==> src/rtl/riscv_seq_ctrl.sv <==
// Instruction sequencer: fetches from instruction memory, issues one word at a
// time to the datapath and retires it on dp_done; stops on an all-zero word.
module riscv_seq_ctrl #(
    parameter int unsigned      WIDTH    = 32,
    parameter logic [WIDTH-1:0] RESET_PC = 32'h0000_0000
) (
    input  logic             clk,
    input  logic             rst,
    input  logic             run,
    output logic             imem_req,
    output logic [WIDTH-1:0] imem_addr,
    input  logic             imem_ack,
    input  logic [WIDTH-1:0] imem_rdata,
    output logic [WIDTH-1:0] instr_out,
    output logic             instr_valid,
    input  logic             dp_done,
    input  logic             dp_redirect,
    input  logic [WIDTH-1:0] dp_target,
    output logic             halted,
    output logic [31:0]      retired
);

    typedef enum logic [2:0] {
        IDLE,
        FETCH,
        ISSUE,
        EXEC,
        HALT
    } state_t;

    localparam logic [WIDTH-1:0] PC_STEP    = WIDTH'(4);
    localparam logic [WIDTH-1:0] ALIGN_MASK = ~WIDTH'(3);

    state_t           state_q, state_d;
    logic [WIDTH-1:0] pc_q, pc_d;
    logic [WIDTH-1:0] instr_q, instr_d;
    logic             req_q, req_d;
    logic             valid_q, valid_d;
    logic             halted_q, halted_d;
    logic [31:0]      ret_q, ret_d;

    always_ff @(posedge clk or negedge rst) begin
        if (!rst) begin
            state_q  <= IDLE;
            pc_q     <= RESET_PC;
            instr_q  <= '0;
            req_q    <= 1'b0;
            valid_q  <= 1'b0;
            halted_q <= 1'b0;
            ret_q    <= '0;
        end else begin
            state_q  <= state_d;
            pc_q     <= pc_d;
            instr_q  <= instr_d;
            req_q    <= req_d;
            valid_q  <= valid_d;
            halted_q <= halted_d;
            ret_q    <= ret_d;
        end
    end

    // Outputs are computed one state ahead so every port comes straight from a flop.
    always_comb begin
        state_d  = state_q;
        pc_d     = pc_q;
        instr_d  = instr_q;
        req_d    = 1'b0;
        valid_d  = 1'b0;
        halted_d = halted_q;
        ret_d    = ret_q;
        unique case (state_q)
            IDLE: begin
                if (run) begin
                    state_d = FETCH;
                    req_d   = 1'b1;
                end
            end
            FETCH: begin
                req_d = 1'b1;
                if (imem_ack) begin
                    instr_d = imem_rdata;
                    req_d   = 1'b0;
                    if (imem_rdata == '0) begin
                        state_d  = HALT;
                        halted_d = 1'b1;
                    end else begin
                        state_d = ISSUE;
                        valid_d = 1'b1;
                    end
                end
            end
            ISSUE: begin
                state_d = EXEC;
            end
            EXEC: begin
                if (dp_done) begin
                    ret_d = ret_q + 32'd1;
                    pc_d  = dp_redirect ? (dp_target & ALIGN_MASK) : (pc_q + PC_STEP);
                    if (run) begin
                        state_d = FETCH;
                        req_d   = 1'b1;
                    end else begin
                        state_d = IDLE;
                    end
                end
            end
            HALT: begin
                halted_d = 1'b1;
            end
            default: begin
                state_d = IDLE;
            end
        endcase
    end

    assign imem_req    = req_q;
    assign imem_addr   = pc_q;
    assign instr_out   = instr_q;
    assign instr_valid = valid_q;
    assign halted      = halted_q;
    assign retired     = ret_q;

endmodule

==> config.mk <==
export PLATFORM = sky130hd
export DESIGN_NAME = riscv_seq_ctrl
export DESIGN_NICKNAME = d
export VERILOG_FILES = /design/src/rtl/riscv_seq_ctrl.sv
export SDC_FILE = /design/constraint.sdc
export NUM_CORES = 1
export LEC_CHECK = 0
export CAP_MARGIN = 30
export CORE_MARGIN = 3
export CORE_UTILIZATION = 30
export DETAILED_ROUTE_END_ITERATION = 8
export DONT_BUFFER_PORTS = 1
export GPL_ROUTABILITY_DRIVEN = 0
export PLACE_DENSITY_LB_ADDON = 0.12
export SYNTH_ARGS = -nofsm -noshare
export SYNTH_HDL_FRONTEND = slang
export SYNTH_SLANG_ARGS = --single-unit
==> constraint.sdc <==
create_clock -name clk -period 5 [get_ports clk]
set_clock_uncertainty 0.2 [all_clocks]
set_input_delay 1 -clock clk [delete_from_list [all_inputs] [get_ports clk]]
set_output_delay 1 -clock clk [all_outputs]
set_load 0.02 [all_outputs]
* Yosys cells after proc, flatten, opt, wreduce, memory -nomap -nowiden
Cells that the tools add are included.
** Cells by class
- $mul :: 0
- Divide/modulo/power cells :: 0
- Reductions and logical operators :: 7
- Shift-type cells :: 0
- Equality and inequality tests :: 8
- Bitwise operators :: 1
- Magnitude comparators :: 0
- Add/subtract/negate cells :: 2
- Mux-type cells :: 17
** Operators by type and width (number)
- $add A32 B1 Y32 const B :: 1
- $add A32 B3 Y32 const B :: 1
- $logic_not A32 Y1 :: 1
- $mux W32 :: 1
- $pmux W3 S5 :: 1
- $mux W3 :: 4
- $mux W1 :: 9
- $ne A2 B2 Y1 const B :: 4
- $eq A3 B2 Y1 const B :: 2
- $reduce_and A2 Y1 :: 2
- $reduce_and A4 Y1 :: 1
- $eq A3 B1 Y1 const B :: 1
- $eq A3 B3 Y1 const B :: 1
- $logic_not A3 Y1 :: 1
- $pmux W1 S3 :: 1
- $reduce_and A3 Y1 :: 1
- $pmux W1 S2 :: 1
- $reduce_bool A2 Y1 :: 1
- $not A1 Y1 :: 1
** Word-level totals
- Output and inout bits :: 99
- Memories :: 0
- Bits in writable memories :: 0
- Bits in registers :: 102
- Memory bits (read-only) :: 0
- Input port bits :: 70
- Bits in latches :: 0

* Depth between registers and ports, before layout
Gate-level depths: netlist of run 1.
- Word-level depth :: 4
- Mapped depth :: 7
- Depth with buffers taken out :: 5

* Worst setup path after synthesis of run 1
OpenSTA, ideal clock, no wires.
- Path kind :: input to register
- Start :: input port imem_ack
- End :: register instr_q[10] (netlist: instr_out[10])
- Cell stages on the path :: 5
- Setup time :: 0.125 ns
- Data required time :: 4.675 ns
- Path buffers :: 1
- Arrival :: 2.163 ns
- Path slack :: 2.512 ns
- Cells stage by stage :: nor2b_1 nand2_1 nor2_1 buf_2 mux2_2
** Between the ends
- Word-level cells in the longest chain between the ends :: 1
** RTL lines
- start, declared :: line 12 : input logic imem_ack,
- $reduce_and A2 Y1 (no source line)
- end signal, assigned :: line 54 : instr_q <= instr_d;
- end, declared :: line 36 : logic [WIDTH-1:0] instr_q, instr_d;
Every way passes these cells.
A chain may end at the register's enable or synchronous reset.

* Worst setup path after layout of run 1
- Start :: input port imem_ack
- End :: register instr_q[27] (netlist: instr_out[27])
Same word-level chain as after synthesis.

==> metrics.md, run 1 <==
| Metric | Value |
|---|---|
| Post-DP HPWL | `9760 µm` |
| F_max | `373 MHz` |
| Pwr Density | `553 nW/µm²` |
| Clk pwr share | `0.234` |
| P_sw | `1.32 mW` |
| Clock root buffer master | `clkbuf_16` |
| PnR Total Power | `3.10 mW` |
| Initial antenna violation count | `3` |
| Fillers | `1,717` |
| Crit share post-route | `0.536` |
| Htree depth | `3` |
| Input/output buffers | `0` |
| Setup bufs post-CTS | `0` |
| Clk_lat worst skew | `0.35 ns` |
| Endpoint type of the worst setup path | `flop` |
| Share of the synthesized area in the top cell type | `0.490` |
| Status | `complete, no violations` |
| Register area share after synthesis | `0.490` |
| CTS tree | `built` |
| Synthesized area per cell | `10.2 µm²` |
| Register area | `2500 µm²` |
| Main synth FF type | `dfrtp_1` |
| Vias/cell | `5.49` |
| Number of synthesized flops with an enable pin | `0` |
| Max VDD drop | `0.260 mV` |
| Post-cts repair resize count | `0` |
| DR DRC count | `0` |
| Unrepaired setup endpoints after global routing | `no` |
| Die H | `136 µm` |
| DRT iter0 DRCs | `152` |
| Max Root-Sink Buffers | `2` |
| Layout area overhead | `9.88%` |
| # hold bufs at CTS | `0` |
| Final Worst Setup Slack | `2.32 ns` |
| Synth top area cells | `dfrtp_1 (49%), mux2_2 (7.5%), nand4_1 (3.9%)` |
| Yosys cell types | `55` |
| First-pass GRT wire length | `22,200 µm` |
| Required time of the worst setup path | `5.04 ns` |
| Sequential Power Share | `0.563` |
| Via count | `3,924` |
| DRT Pass-1 Iters | `4` |
| DIE AREA | `18,600 µm²` |
| Largest net degree at the start of global routing | `101` |
| Num Clock Sinks | `100` |
| Gate Count Post-Synth | `502` |
| Setup violators final | `0` |
| Gate power share | `0.203` |
| Type of the worst setup path | `input pin to flop` |
| Metal3 WL | `1170 µm` |
| Met2 wire length | `6270 µm` |
| Routed WL per cell | `19.4 µm` |
| Worst-path clk slew | `0.07 ns` |
| Max-cap viol count | `0` |
| Synth async-reset ratio | `1.00` |
| DRT Wirelength | `13,900 µm` |
| Most area-hungry cell type in the Yosys netlist | `dfrtp_1` |
| Post-DRT Antenna Nets | `0` |
| Switching share of power | `0.426` |
| Startpoint Class | `input pin` |
| Synth Warn # | `0` |
| Vias in the first global route | `3,867` |
| Internal power | `1.78 mW` |
| Top Layer Used | `met4` |
| Final Net Count | `560` |
| Worst Path Max Fanout | `18` |
| Cts bufs inserted | `9` |
| Share of post-route cells with drive strength above 1 | `0.134` |
| Critical path arrival | `2.72 ns` |
| Final Hold Vio Count | `0` |
| Num ports | `169` |
| Core area | `16,600 µm²` |
| Worst hold path class | `input pin to async pin` |
| Mapped cell area | `5110 µm²` |
| Die W | `136 µm` |
| # rows | `47` |
| Tightest Pin Transition | `0.826 ns` |
| Global Route Usage Sum | `0.151` |
| Place WS | `1.93 ns` |
| Grt total ovfl | `0` |
| Multi-input logic area | `2430 µm²` |
| Sum Neg Setup Slack | `0 ns` |
| Slew Limit Headroom | `0.444` |
| Number of synthesized register bits | `100` |
| Slew Limit Fails | `0` |
| DRT met1 WL | `6190 µm` |
| Starting Density | `0.307` |
| P_leak | `2.25 nW` |
| Final Critical Period | `2.68 ns` |
stage by stage:
stage	instance area [µm²]	util	instances	hold WS, ns
floorplan	5110	-	503	0.338
global placement	5290	0.318	695	0.378
detailed placement	5300	0.319	697	0.404
CTS	5610	0.337	713	0.115
global route	5610	0.337	715	0.114
finish	5610	0.337	715	0.139
worst max-delay path, stage by stage:
cell     delay, ns
nor2b_1       0.18
nand2_1       0.13
nor2_2        0.66
buf_4         0.38
mux2_2        0.37
Yosys cell counts (3+ instances only):
library cell  number
nor3b_1            4
a311o_1            4
o21ai_0           21
mux2_2            34
and2_1             3
nor4_1            13
a21oi_1           16
inv_1             12
a211oi_1           5
a31oi_1            6
xor2_1             9
clkbuf_1          17
or3_1              4
nand4_1           32
buf_2             13
a32oi_1            3
nand3_1           25
xnor2_1           22
and4_1             7
nand2_1           32
nor3_1            29
nor4_2             3
a22oi_1            3
a311oi_1           7
nor2_1            25
dfrtp_1          100
and3_1            16
cell usage in the layout (no fill, tap or decap), types with 21 or more instances in the layout:
cell type	synthesis	final
nand2_1	32	32
mux2_2	34	34
nand4_1	32	32
xnor2_1	22	22
o21ai_0	21	21
dfrtp_1	100	100
nor2_1	25	24
nand3_1	25	25
nor3_1	29	28
cell families (layout without fill, tap and decap cells):
group           Yosys count  after routing  share of synthesized area
flops                   100            100                      0.490
other cells               1              4                   0.000734
mux                      35             35                     0.0769
fa+ha+maj                 2              2                    0.00490
simple gates            207            207                      0.228
compound gates           82             82                      0.109
xor+xnor                 31             31                     0.0532
buf+inv                  44             34                     0.0370
registers in the layout (all words and copies together) (netlist names):
signal / cells
instr_out: 32
state_q: 3
halted: 1
imem_req: 1
imem_addr: 30
retired: 32
instr_valid: 1
path summary, 6_finish.rpt:
path,startpoint,end,slack (ns),cells after the start
worst max-delay path,imem_ack,instr_out[27]$_DFFE_PN0P_,2.32,5
worst min-delay path,rst,retired[30]$_DFFE_PN0P_,0.14,0
worst max register to register,state_q[1]$_DFFE_PN0P_,instr_out[27]$_DFFE_PN0P_,2.49,5
worst min register to register,state_q[0]$_DFFE_PN0P_,state_q[0]$_DFFE_PN0P_,0.41,1
max in group asynchronous,rst,imem_addr[5]$_DFFE_PN0P_,4.29,0
min in group clk,state_q[0]$_DFFE_PN0P_,state_q[0]$_DFFE_PN0P_,0.41,1
layout make-up:
class | count | area share
flip-flops and latches | 100 | 0.446
multi-input cells | 359 | 0.434
inverters | 12 | 0.00803
well taps | 220 | 0.0491
clock inverters | 6 | 0.0129
diodes | 2 | 0.000892
repair buffers | 6 | 0.00870
clock buffers | 10 | 0.0408
power by group through the flow:
stage               registers, mW  clock network (mW)  logic, mW
floorplan                    1.63                   0      0.571
global route                 1.80               0.785      0.719
finish                       1.75               0.726      0.630
global placement             1.77                   0      0.618
CTS                          1.76               0.755      0.638
detailed placement           1.77                   0      0.639
layer usage:
metal / up-vias / GRT usage
met1: 1930 / 0.202
met5: - / 0
met2: 133 / 0.221
met3: 16 / 0.0574
li1: 1845 / -
met4: 0 / 0.0577
Power figures use the tool's default switching activity.
==> run 2: changes to the inputs <==
Clock period 5 ns to 2.7 ns, I/O delays scaled along.
==> run 2 against run 1 <==
Against the previous run: the run now ends with negative hold slack left; non-clock buffer count is 10 higher; die area unchanged; first-iteration DRC count is 22% higher; sequential cell count did not move; critical path depth unchanged; combinational power up 94%; sequential power increased by 84%; register-to-register slack worse by 2.1 ns; largest cell class unchanged; largest power group unchanged.
==> metrics.md, run 2 (synthesized netlist as in run 1, its figures left out) <==
| Metric | Value |
|---|---|
| Status | `finished, violations left` |
| Failing checks | `negative hold slack` |
| Layout area overhead | `11.5%` |
| Setup bufs post-CTS | `0` |
| F_max | `431 MHz` |
| Max Root-Sink Buffers | `2` |
| Num Clock Sinks | `100` |
| Fillers | `1,729` |
| Cts bufs inserted | `9` |
| Global Route Usage Sum | `0.152` |
| Max-cap viol count | `0` |
| Worst hold slack | `-0.322 ns` |
| Largest stage delay, worst path | `0.57 ns` |
| Max VDD drop | `0.494 mV` |
| Crit path buf inv count | `0` |
| Via count | `3,960` |
| DR DRC count | `0` |
| Startpoint Class | `flop` |
| Setup violators final | `0` |
| Initial antenna violation count | `3` |
| DIE AREA | `18,600 µm²` |
| Commonest non-fill, non-tap cell in the layout | `dfrtp_1` |
| Dpl cells | `707` |
| Num ports | `169` |
| DRT Wirelength | `13,900 µm` |
| Vias in the first global route | `4,022` |
| Input/output buffers | `0` |
| Share of post-route cells with drive strength above 1 | `0.153` |
| Worst hold path class | `input pin to async pin` |
| Type of the worst setup path | `flop to flop` |
| Final Net Count | `570` |
| First-pass GRT wire length | `22,400 µm` |
| Post-cts repair resize count | `0` |
| PnR Total Power | `5.83 mW` |
| Routed WL per cell | `19.2 µm` |
| Reg2reg path depth | `5` |
| Critical Path, Cell by Cell | `ha_1 > nand3_1 > or3_1 > o311ai_1 > o211ai_1` |
| CTS tree | `built` |
| Sum Neg Setup Slack | `0 ns` |
| Endpoint type of the worst setup path | `flop` |
| Clock root buffer master | `clkbuf_16` |
| Die H | `136 µm` |
| DRT iter0 DRCs | `186` |
| Worst Path Max Fanout | `7` |
| Tightest Pin Transition | `0.640 ns` |
| Die W | `136 µm` |
| Worst-path clk slew | `0.07 ns` |
| Pwr Density | `1020 nW/µm²` |
| Vias/cell | `5.46` |
| Starting Density | `0.307` |
| Critical path depth in cells | `5` |
| Slowest CP cell | `dfrtp_1` |
| Core area | `16,600 µm²` |
| Largest net degree at the start of global routing | `101` |
| DRT Pass-1 Iters | `4` |
| Final Hold Vio Count | `100` |
| Unrepaired setup endpoints after global routing | `no` |
| Most frequent cells in the layout | `dfrtp_1 (100), mux2_2 (34), nand2_1 (32), nand4_1 (32), nor3_1 (28)` |
| P_leak | `2.30 nW` |
| Post-DP HPWL | `9840 µm` |
| Required time of the worst setup path | `2.72 ns` |
| Post-DRT Antenna Nets | `0` |
| Clk_lat worst skew | `0.35 ns` |
| Grt total ovfl | `0` |
| Slew Limit Fails | `0` |
| # rows | `47` |
| Final Critical Period | `2.32 ns` |
| Slew Limit Headroom | `0.570` |
| Crit share post-route | `0.858` |
| Final Non-Filler Cells | `725` |
| Fin util | `0.342` |
| Delay-heaviest family, CP | `simple AND/OR/NAND/NOR gates` |
| Htree depth | `3` |
| Critical path arrival | `2.33 ns` |
[run 2: worst register-to-register path: stages (launching register included)]
cell and delay (ns):
dfrtp_1 0.57, ha_1 0.28, nand3_1 0.22, or3_1 0.50
o311ai_1 0.30, o211ai_1 0.12
[run 2: final timing paths]
| kind | endpoint | slack, ns | from |
|---|---|---|---|
| worst max register to register | imem_addr[20]$_DFFE_PN0P_ | 0.38 | imem_addr[2]$_DFFE_PN0P_ |
| min in group clk | imem_addr[31]$_DFFE_PN0P_ | 0.13 | dp_target[31] |
| worst max-delay path | imem_addr[20]$_DFFE_PN0P_ | 0.38 | imem_addr[2]$_DFFE_PN0P_ |
| worst min-delay path | retired[30]$_DFFE_PN0P_ | -0.32 | rst |
| worst min register to register | state_q[1]$_DFFE_PN0P_ | 0.39 | state_q[2]$_DFFE_PN0P_ |
| max in group asynchronous | imem_addr[11]$_DFFE_PN0P_ | 2.51 | rst |
[run 2: cell type report]
type	count	area (µm²)	share of cell area
Antenna cell	2	5.00	0.000879
Clock buffer	10	239	0.0420
Clock inverter	6	76.3	0.0134
Inverter	12	45.0	0.00791
Multi-Input combinational cell	359	2430	0.427
Sequential cell	100	2500	0.439
Tap cell	220	275	0.0483
Timing Repair Buffer	16	120	0.0211
[run 2: power breakdown]
part	total [mW]	switching, mW	internal [mW]
logic	1.22	0.607	0.611
registers	3.22	1.23	1.99
clock network	1.39	0.629	0.764
[run 2: per-stage QoR]
step | setup WS [ns] | hold slack, ns | area, µm²
after floorplan | 0.497 | 0.0444 | 5110
after global placement | 0.397 | 0.0479 | 5380
after detailed placement | 0.377 | 0.0472 | 5380
after CTS | 0.370 | -0.341 | 5690
after global routing | 0.239 | -0.347 | 5700
final | 0.382 | -0.322 | 5700
[run 2: layer usage]
metal,track usage,up-vias,share of wire
met2,0.230,120,0.46
met4,0.0521,2,0.015
met1,0.203,1942,0.44
li1,-,1881,-
met3,0.0537,15,0.081
met5,0,-,0.0011
==> run 3: changes to the inputs <==
Settings changed: MAX_ROUTING_LAYER set to met4.
==> run 3 against run 2 <==
Against the previous run: the run still ends with negative hold slack left; maximum frequency grew 0.27%; critical path type unchanged; sequential power barely moved; combinational power hardly changed; via count shrank 0.13%; count of clock-buffer cells in the layout is the same.
==> metrics.md, run 3 (synthesized netlist as in run 1, its figures left out) <==
| Metric | Value |
|---|---|
| Final Net Count | `570` |
| Place WS | `0.377 ns` |
| P_leak | `2.30 nW` |
| Largest net degree at the start of global routing | `101` |
| Fillers | `1,730` |
| Grt total ovfl | `0` |
| Num Clock Sinks | `100` |
| Commonest non-fill, non-tap cell in the layout | `dfrtp_1` |
| Final Worst Setup Slack | `0.389 ns` |
| Global Route Usage Sum | `0.157` |
| Most frequent cells in the layout | `dfrtp_1 (100), mux2_2 (34), nand2_1 (32), nand4_1 (32), nor3_1 (28)` |
| Critical path arrival | `2.33 ns` |
| Die H | `136 µm` |
| Setup bufs post-CTS | `0` |
| P_sw | `2.47 mW` |
| Unrepaired setup endpoints after global routing | `no` |
| Startpoint Class | `flop` |
| Routed WL per cell | `19.2 µm` |
| Num ports | `169` |
| Post-DRT Antenna Nets | `0` |
| Crit share post-route | `0.856` |
| DR DRC count | `0` |
| # rows | `47` |
| Core area | `16,600 µm²` |
| Layout area overhead | `11.6%` |
| Slew Limit Headroom | `0.574` |
| Max-cap viol count | `0` |
| CTS tree | `built` |
| Share of post-route cells with drive strength above 1 | `0.153` |
| DIE AREA | `18,600 µm²` |
| Multi-input logic area | `2430 µm²` |
| Die W | `136 µm` |
| Crit path buf inv count | `0` |
| First-pass GRT wire length | `22,400 µm` |
| Critical Path, Cell by Cell | `ha_1 > nand3_1 > or3_1 > o311ai_1 > o211ai_1` |
| Tightest Pin Transition | `0.633 ns` |
| Endpoint type of the worst setup path | `flop` |
| Setup violators final | `0` |
| Final Critical Period | `2.31 ns` |
| Vias in the first global route | `4,024` |
| Status | `finished, violations left` |
| DRT Pass-1 Iters | `4` |
| Starting Density | `0.307` |
| Slowest CP cell | `dfrtp_1` |
| Max VDD drop | `0.495 mV` |
| Worst hold slack | `-0.324 ns` |
| Cts bufs inserted | `9` |
| Slew Limit Fails | `0` |
| Sequential Power Share | `0.552` |
| Worst Path Max Fanout | `7` |
| Vias/cell | `5.45` |
| Post-DP HPWL | `9840 µm` |
| Htree depth | `3` |
| Post-route cell area | `5700 µm²` |
| DRT Wirelength | `14,000 µm` |
| Type of the worst setup path | `flop to flop` |
| Largest stage delay, worst path | `0.56 ns` |
| Max Root-Sink Buffers | `2` |
| Internal power | `3.36 mW` |
| Clk_lat worst skew | `0.35 ns` |
| Worst hold path class | `input pin to async pin` |
| Worst-path clk slew | `0.07 ns` |
| Input/output buffers | `0` |
| Placed cell area | `5380 µm²` |
| Gate power share | `0.209` |
| Clk pwr share | `0.240` |
| Failing checks | `negative hold slack` |
| Switching share of power | `0.424` |
| Initial antenna violation count | `3` |
| Final Hold Vio Count | `100` |
| DRT iter0 DRCs | `234` |
| Pwr Density | `1020 nW/µm²` |
| Sum Neg Setup Slack | `0 ns` |
| Required time of the worst setup path | `2.72 ns` |
| Clock root buffer master | `clkbuf_16` |
| F_max | `433 MHz` |
| Register area | `2500 µm²` |
| Via count | `3,955` |
| Delay-heaviest family, CP | `simple AND/OR/NAND/NOR gates` |
-- run 3: metrics by stage --
step | util | total power [mW] | instances
after floorplan | - | 4.07 | 503
final | 0.342 | 5.83 | 726
after detailed placement | 0.323 | 4.49 | 707
after global routing | 0.342 | 6.22 | 726
after CTS | 0.342 | 5.92 | 723
after global placement | 0.323 | 4.46 | 707
-- run 3: area by class of cell --
class,instances,area share
timing repair buffer,16,0.0211
inverter,12,0.00791
sequential,100,0.439
clock buffer,10,0.0419
multi-input combinational,359,0.427
tap,220,0.0483
antenna,3,0.00132
clock inverter,6,0.0134
-- run 3: timing repair --
item                                    CTS  global route
resized for setup                         0             0
endpoints found under the setup margin    0             0
hold endpoints to repair                100           100
-- run 3: power groups by stage --
stage                     Sequential [mW]  Clock, mW  Combinational (mW)
after global routing                 3.31       1.51                1.39
after floorplan                      3.01          0                1.06
after detailed placement             3.25          0                1.24
after CTS                            3.23       1.45                1.23
final                                3.22       1.40                1.22
after global placement               3.25          0                1.20
-- run 3: final timing paths --
kind	cells after the start	slack (ns)	endpoint	startpoint
max reg2reg	5	0.39	imem_addr[20]$_DFFE_PN0P_	imem_addr[2]$_DFFE_PN0P_
max	5	0.39	imem_addr[20]$_DFFE_PN0P_	imem_addr[2]$_DFFE_PN0P_
min	0	-0.32	retired[30]$_DFFE_PN0P_	rst
min reg2reg	2	0.39	state_q[1]$_DFFE_PN0P_	state_q[2]$_DFFE_PN0P_
max in group asynchronous	0	2.50	imem_addr[11]$_DFFE_PN0P_	rst
min in group clk	2	0.13	imem_addr[31]$_DFFE_PN0P_	dp_target[31]
-- run 3: layer usage --
layer | vias to the layer above | wire length [µm] | GRT usage
met5 | - | 0 | -
met4 | 0 | 207 | 0.0521
met3 | 14 | 1120 | 0.0500
met2 | 122 | 6410 | 0.231
met1 | 1934 | 6220 | 0.205
li1 | 1885 | - | -
